--- config.mk ---
export PLATFORM = sky130hd
export DESIGN_NAME = eth_tx_sched
export DESIGN_NICKNAME = d
export VERILOG_FILES = /design/src/rtl/eth_pkg.sv /design/src/rtl/eth_tx_sched_req_latch.sv /design/src/rtl/eth_tx_sched.sv
export SDC_FILE = /design/constraint.sdc
export NUM_CORES = 1
export LEC_CHECK = 0
export CAP_MARGIN = 20
export CELL_PAD_IN_SITES_DETAIL_PLACEMENT = 0
export CELL_PAD_IN_SITES_GLOBAL_PLACEMENT = 2
export CORE_UTILIZATION = 40
export CTS_BUF_LIST = sky130_fd_sc_hd__clkbuf_8
export CTS_CLUSTER_DIAMETER = 30
export DETAILED_ROUTE_END_ITERATION = 6
export HOLD_SLACK_MARGIN = 0.02
export PLACE_DENSITY_LB_ADDON = 0.12
export SLEW_MARGIN = 40
export SYNTH_ARGS = -nofsm -noshare
export SYNTH_HDL_FRONTEND = slang
export SYNTH_SLANG_ARGS = --single-unit
--- constraint.sdc ---
create_clock -name CLK_125M -period 3.34 [get_ports CLK_125M]
set_clock_uncertainty 0.15 [all_clocks]
set_input_delay 0.668 -clock CLK_125M [delete_from_list [all_inputs] [get_ports CLK_125M]]
set_output_delay 0.668 -clock CLK_125M [all_outputs]
set_load 0.05 [all_outputs]
--- src/rtl/eth_pkg.sv ---
// Shared definitions for the Ethernet transmit scheduler.
// This package holds the mux-select encodings, the scheduler states, the default
// timing constants and the arbitration helpers.
package eth_pkg;

    // TX output mux select encodings.
    typedef enum logic [1:0] {
        SEL_NONE = 2'd0,
        SEL_ARP  = 2'd1,
        SEL_ICMP = 2'd2,
        SEL_CMD  = 2'd3
    } tx_sel_t;

    // Scheduler FSM states.
    typedef enum logic [1:0] {
        ST_IDLE      = 2'd0,
        ST_START     = 2'd1,
        ST_WAIT_DONE = 2'd2,
        ST_GAP       = 2'd3
    } sched_state_t;

    localparam int DEF_IFG_CYCLES     = 12;
    localparam int DEF_TIMEOUT_CYCLES = 4096;
    localparam int DEF_CNT_W          = 16;

    // Source indices into the request vectors: 0 ARP, 1 ICMP, 2 CMD.
    localparam int NUM_SRC = 3;

    // Fixed-priority pick: ARP > ICMP > CMD.
    function automatic tx_sel_t pick_source(input logic [NUM_SRC-1:0] req);
        tx_sel_t sel;
        sel = SEL_NONE;
        if (req[0])      sel = SEL_ARP;
        else if (req[1]) sel = SEL_ICMP;
        else if (req[2]) sel = SEL_CMD;
        return sel;
    endfunction

    // One-hot start vector (bit order ARP, ICMP, CMD) for a select value.
    function automatic logic [NUM_SRC-1:0] sel_onehot(input tx_sel_t sel);
        logic [NUM_SRC-1:0] oh;
        oh = '0;
        case (sel)
            SEL_ARP:  oh = 3'b001;
            SEL_ICMP: oh = 3'b010;
            SEL_CMD:  oh = 3'b100;
            default:  oh = 3'b000;
        endcase
        return oh;
    endfunction

endpackage

--- src/rtl/eth_tx_sched_req_latch.sv ---
// Single-slot pending request latch for one transmit source.
// A flush beats a new trigger, and a new trigger beats the grant clear. This means that
// a request arriving in the start cycle is kept as a fresh one. A trigger that
// lands on an already-pending slot is reported as a coalesce strobe.
module tx_req_latch (
    input  logic clk,
    input  logic rst_n,
    input  logic set,
    input  logic clear,
    input  logic flush,
    output logic pending,
    output logic coalesce
);

    // The merge strobe fires only when the trigger is absorbed by an existing request.
    assign coalesce = set & pending & ~clear & ~flush;

    // Pending flag with flush > set > clear precedence.
    always_ff @(posedge clk or negedge rst_n) begin
        if (!rst_n) begin
            pending <= 1'b0;
        end else if (flush) begin
            pending <= 1'b0;
        end else if (set) begin
            pending <= 1'b1;
        end else if (clear) begin
            pending <= 1'b0;
        end
    end

endmodule

--- src/rtl/eth_tx_sched.sv ---
// Ethernet TX scheduler.
// The block latches ARP, ICMP and CMD transmit requests and grants them one at a time,
// using fixed priority, onto the shared frame-builder path. It then waits for frame
// completion under a watchdog and inserts an inter-frame gap before the next grant.
module eth_tx_sched
    import eth_pkg::*;
#(
    parameter int IFG_CYCLES     = DEF_IFG_CYCLES,
    parameter int TIMEOUT_CYCLES = DEF_TIMEOUT_CYCLES,
    parameter int CNT_W          = DEF_CNT_W
) (
    input  logic             CLK_125M,
    input  logic             SYS_RST_N,
    input  logic             TRIG_TX_ARP,
    input  logic             TRIG_TX_ICMP,
    input  logic             TRIG_TX_CMD,
    input  logic             TRIG_PACK_RST,
    input  logic             TX_DONE,
    output logic             TX_ARP_START,
    output logic             TX_ICMP_START,
    output logic             TX_CMD_START,
    output logic [1:0]       TX_SEL,
    output logic             TX_ABORT,
    output logic             SCHED_BUSY,
    output logic [CNT_W-1:0] COALESCE_CNT
);

    // One counter serves both the watchdog and the gap, so it is sized for the larger of the two.
    localparam int CNT_MAX = (TIMEOUT_CYCLES > IFG_CYCLES) ? TIMEOUT_CYCLES : IFG_CYCLES;
    localparam int CW      = $clog2(CNT_MAX + 1);

    logic [1:0]         rst_sync_reg;
    logic               rst_n;
    logic [NUM_SRC-1:0] trig, clr, fl, pend, coal, eligible;
    tx_sel_t            grant;

    sched_state_t       state_reg, state_next;
    logic [CW-1:0]      cnt_reg, cnt_next;
    tx_sel_t            sel_reg, sel_next;
    logic [NUM_SRC-1:0] start_reg, start_next;
    logic               abort_reg, abort_next;
    logic               busy_reg, busy_next;
    logic [CNT_W-1:0]   coal_cnt_reg, coal_cnt_next;
    logic [1:0]         coal_sum;
    logic [CNT_W:0]     coal_ext;

    // Reset assertion is asynchronous. Release is resynchronised to the clock.
    always_ff @(posedge CLK_125M or negedge SYS_RST_N) begin
        if (!SYS_RST_N) rst_sync_reg <= 2'b00;
        else            rst_sync_reg <= {rst_sync_reg[0], 1'b1};
    end
    assign rst_n = rst_sync_reg[1];

    assign trig = {TRIG_TX_CMD, TRIG_TX_ICMP, TRIG_TX_ARP};
    assign clr  = start_reg;
    assign fl   = {TRIG_PACK_RST, 2'b00};

    generate
        for (genvar gi = 0; gi < NUM_SRC; gi++) begin : g_req
            tx_req_latch u_latch (
                .clk      (CLK_125M),
                .rst_n    (rst_n),
                .set      (trig[gi]),
                .clear    (clr[gi]),
                .flush    (fl[gi]),
                .pending  (pend[gi]),
                .coalesce (coal[gi])
            );
        end
    endgenerate

    // A CMD request being flushed in this cycle must not be granted in this cycle.
    assign eligible = pend & ~fl;
    assign grant    = pick_source(eligible);

    // Next-state logic and the values for the registered outputs.
    always_comb begin
        state_next = state_reg;
        cnt_next   = cnt_reg;
        sel_next   = SEL_NONE;
        start_next = '0;
        abort_next = 1'b0;
        case (state_reg)
            ST_IDLE: begin
                if (grant != SEL_NONE) begin
                    state_next = ST_START;
                    sel_next   = grant;
                    start_next = sel_onehot(grant);
                end
            end
            ST_START: begin
                state_next = ST_WAIT_DONE;
                cnt_next   = '0;
                sel_next   = sel_reg;
            end
            ST_WAIT_DONE: begin
                cnt_next = cnt_reg + CW'(1);
                sel_next = sel_reg;
                if (TX_DONE) begin
                    state_next = ST_GAP;
                    cnt_next   = '0;
                    sel_next   = SEL_NONE;
                end else if (cnt_reg == CW'(TIMEOUT_CYCLES - 1) ||
                             (sel_reg == SEL_CMD && TRIG_PACK_RST)) begin
                    state_next = ST_GAP;
                    cnt_next   = '0;
                    sel_next   = SEL_NONE;
                    abort_next = 1'b1;
                end
            end
            ST_GAP: begin
                cnt_next = cnt_reg + CW'(1);
                if (cnt_reg == CW'(IFG_CYCLES - 1)) begin
                    cnt_next = '0;
                    // Grant straight out of the last gap cycle so that queued frames go
                    // exactly IFG_CYCLES+1 cycles after the previous TX_DONE.
                    if (grant != SEL_NONE) begin
                        state_next = ST_START;
                        sel_next   = grant;
                        start_next = sel_onehot(grant);
                    end else begin
                        state_next = ST_IDLE;
                    end
                end
            end
            default: state_next = ST_IDLE;
        endcase
        busy_next = (state_next != ST_IDLE);
    end

    // Saturating count of triggers that were merged into an already-pending request.
    always_comb begin
        coal_sum      = {1'b0, coal[0]} + {1'b0, coal[1]} + {1'b0, coal[2]};
        coal_ext      = {1'b0, coal_cnt_reg} + {{(CNT_W - 1){1'b0}}, coal_sum};
        coal_cnt_next = coal_ext[CNT_W] ? {CNT_W{1'b1}} : coal_ext[CNT_W-1:0];
    end

    // State register, and registers for every output.
    always_ff @(posedge CLK_125M or negedge rst_n) begin
        if (!rst_n) begin
            state_reg    <= ST_IDLE;
            cnt_reg      <= '0;
            sel_reg      <= SEL_NONE;
            start_reg    <= '0;
            abort_reg    <= 1'b0;
            busy_reg     <= 1'b0;
            coal_cnt_reg <= '0;
        end else begin
            state_reg    <= state_next;
            cnt_reg      <= cnt_next;
            sel_reg      <= sel_next;
            start_reg    <= start_next;
            abort_reg    <= abort_next;
            busy_reg     <= busy_next;
            coal_cnt_reg <= coal_cnt_next;
        end
    end

    assign TX_ARP_START  = start_reg[0];
    assign TX_ICMP_START = start_reg[1];
    assign TX_CMD_START  = start_reg[2];
    assign TX_SEL        = sel_reg;
    assign TX_ABORT      = abort_reg;
    assign SCHED_BUSY    = busy_reg;
    assign COALESCE_CNT  = coal_cnt_reg;

endmodule

==> metrics.log <==
[metrics] FF+latch count, synth: 43
[metrics] root buffer selected by CTS: clkbuf_8
[metrics] max FFs per register: 16
[metrics] core outline area: 5920 µm²
[metrics] Port Buffers: 29
[metrics] placed cell area: 2860 µm²
[metrics] total number of vias: 1857
[metrics] sum of overflow across all layers after global routing: 0
[metrics] Starting DRT DRC Count: 72
[metrics] Max-Slew Margin vs Limit: 56.3%
[metrics] Clock Latency Late Sink: 0.30 ns
[metrics] worst setup path category: in2reg
[metrics] FFs w/ async S/R, synth: 100%
[metrics] final weighted congestion in routability-driven placement: 0.712
[metrics] Post-Place Worst Slack: -0.244 ns
[metrics] synthesized netlist cell count: 243
[metrics] post-route cell area: 2960 µm²
[metrics] logic depth of the worst register-to-register path: 10
[metrics] most numerous cell types in the synthesized netlist: dfrtp_1, nand2_1, nor2_1
[metrics] pin count of the biggest net entering global routing: 42
[metrics] Wirelength per Cell: 14.1 µm
[metrics] post-synth top area share: 44.0%
[metrics] Tot GR Track Use: 17.4%
[metrics] leading cell type by number of instances after synthesis: dfrtp_1
[metrics] setup violation total in the final timing report: 0
[metrics] Clock Pin Slew Worst Setup and Hold Paths: 0.08 ns
[metrics] post-DP HPWL: 3590 µm
[metrics] Critical Path Source Type: primary input
[metrics] worst hold path type: reg2async
[metrics] effective utilization at floorplan: 41.3%
[metrics] most used flip-flop cell after synthesis: dfrtp_1
[metrics] initial antenna violation count: 0
[metrics] maximum fanout count along the critical path: 5
[metrics] number of CTS-inserted buffers: 5
[metrics] number of rows in the core area: 28
[metrics] Die W: 80.2 µm
[metrics] drt via density: 5.22
[metrics] clock tree from TritonCTS: yes
[metrics] Post-layout nets: 297
[metrics] min Tclk post-route: 3.21 ns
[metrics] Arr. time, crit path: 3.26 ns
[metrics] result of the run: complete, no violations
[metrics] wire length of the first global-routing pass: 8450 µm
[metrics] RSZ-0062 raised after global routing: false
[metrics] antenna diode count: 0
[metrics] actual transition at the worst max-transition pin: 0.656 ns
[metrics] count of final hold-check violations: 0
[metrics] Tot Pwr: 2.09 mW
[metrics] sink count of the clock tree: 43
[metrics] number of fillers in the final layout: 588
[metrics] hold buffers post-CTS: 0
[metrics] Max-Cap Viols: 0
[metrics] Final Slew Violations: 0
[metrics] power per unit of standard cell area: 705 nW/µm²
[metrics] number of primary I/O pins: 30
[metrics] count of flip-flops with a built-in enable after synthesis: 0
[metrics] DR pass1 iterations: 5
[metrics] Max rail drop VDD: 585 µV
[metrics] fin crit share: 96.3%
[metrics] final antenna-violating net count: 0
[metrics] Die Height: 80.2 µm
[metrics] Post-Route WL: 5010 µm
[metrics] Worst EP required: 3.38 ns
[metrics] clock tree buffer depth: 2
[metrics] Mapped Area: 2450 µm²
[metrics] Die Area: 6440 µm²
[metrics] Fmax: 0.311 GHz
[metrics] via count of the first global-routing pass: 1784
[metrics] Syn-to-layout area delta: 21.1%
[metrics] Post-route DRC: 0
[metrics] standby leakage power: 1.32 nW
[metrics] library cell with the largest summed area after synthesis: dfrtp_1
[metrics] post-synthesis average cell area: 10.1 µm²
[metrics] sequential share of the synthesized area: 44.0%
[metrics] number of distinct library cells after synthesis: 54
[metrics] critical path capture point type: flip-flop
[metrics] PnR worst setup slack: 0.125 ns
[metrics] Mapped Nets: 260
[metrics] total of warnings raised by yosys: 0
[metrics] layout cell share with drive strength beyond 1: 12.8%
[metrics] CTS HTree Levels: 2
[metrics] post-route setup TNS: 0 ns
[metrics] leading post-synthesis cells by cell area: dfrtp_1, ha_1, nand2_1
==> logic make-up after synthesis <==
kind of cell	synth area share, %
buf+inv	4.45
xor+xnor	3.22
other cells	0.153
mux	3.68
simple gates	27.7
fa+ha+maj	5.73
flops	44.0
compound gates	11.1
==> stage by stage <==
stage,util (%),instances,hold slack (ns)
6_report,50.1,356,0.163
5_1_grt,50.1,356,0.230
4_1_cts,50.0,356,0.198
3_5_place_dp,48.3,348,0.186
3_3_place_gp,48.3,348,0.193
2_1_floorplan,-,243,0.181
==> layout by cell type (no fill, tap or decap), types with 3 or more instances in the layout <==
cell type        Yosys  final
and3_1               4      4
dfrtp_1             43     42
nand2b_1             4      4
nor2_1              18     18
mux2i_1              3      3
mux2_2               4      4
and2_1               5      5
clkbuf_8             0      7
xnor2_1              7      7
nand4_1             12     12
nor3_1              13     13
clkdlybuf4s50_1      0     29
inv_1               16     17
a21oi_1             11     11
nand2_1             20     20
buf_4                1     10
nand3_1              8      8
nor3b_1              3      3
and4_1               4      4
o21ai_0              9      9
ha_1                 8      8
==> worst max-delay path: stages <==
cell and delay, ns:
clkdlybuf4s50_1 0.43, nor2b_2 0.14, nand3_1 0.11, fa_1 0.48, inv_1 0.04, ha_1 0.21, fa_1 0.39, and4_1 0.27
or3b_1 0.21, o21ai_1 0.06, mux2_2 0.25
==> where the power goes <==
part,switching [mW],internal (mW)
logic,0.614,0.372
registers,0.118,0.620
clock network,0.181,0.186
total,0.913,1.18
==> cell type report <==
class	instances	area (µm²)	area share, %
inverters	16	60.1	2.03
flip-flops and latches	43	1080	36.4
well taps	75	93.8	3.17
clock buffers	7	96.3	3.25
multi-input cells	175	1260	42.7
clock inverters	1	3.75	0.127
repair buffers	39	365	12.3
==> layer usage <==
metal	global-route usage [%]	part of all wire (%)	routed length [µm]	up-vias
met1	24.0	52	2590	884
met2	26.8	43	2160	29
met4	6.43	1.6	80	0
met5	0	0	0	-
li1	-	-	-	937
met3	3.75	3.5	174	7
==> what timing repair did <==
| item | in CTS | in global routing |
|---|---|---|
| setup buffers | 0 | 0 |
| resized for setup | 0 | 1 |
| endpoints found under the setup margin | 0 | 2 |
==> worst paths after layout <==
check,slack (ns),endpoint,start
setup / recovery,0.13,COALESCE_CNT[15],TRIG_PACK_RST
hold / removal,0.16,TX_SEL[1],rst_sync_reg[1]
setup reg to reg,0.58,COALESCE_CNT[15],g_req[2].u_latch.pending
hold reg to reg,0.16,TX_SEL[1],rst_sync_reg[1]
max in group asynchronous,2.51,cnt_reg[1],rst_sync_reg[1]
min in group CLK_125M,0.21,rst_sync_reg[1],rst_sync_reg[0]
Note: power is estimated with default switching activity, not from simulation.
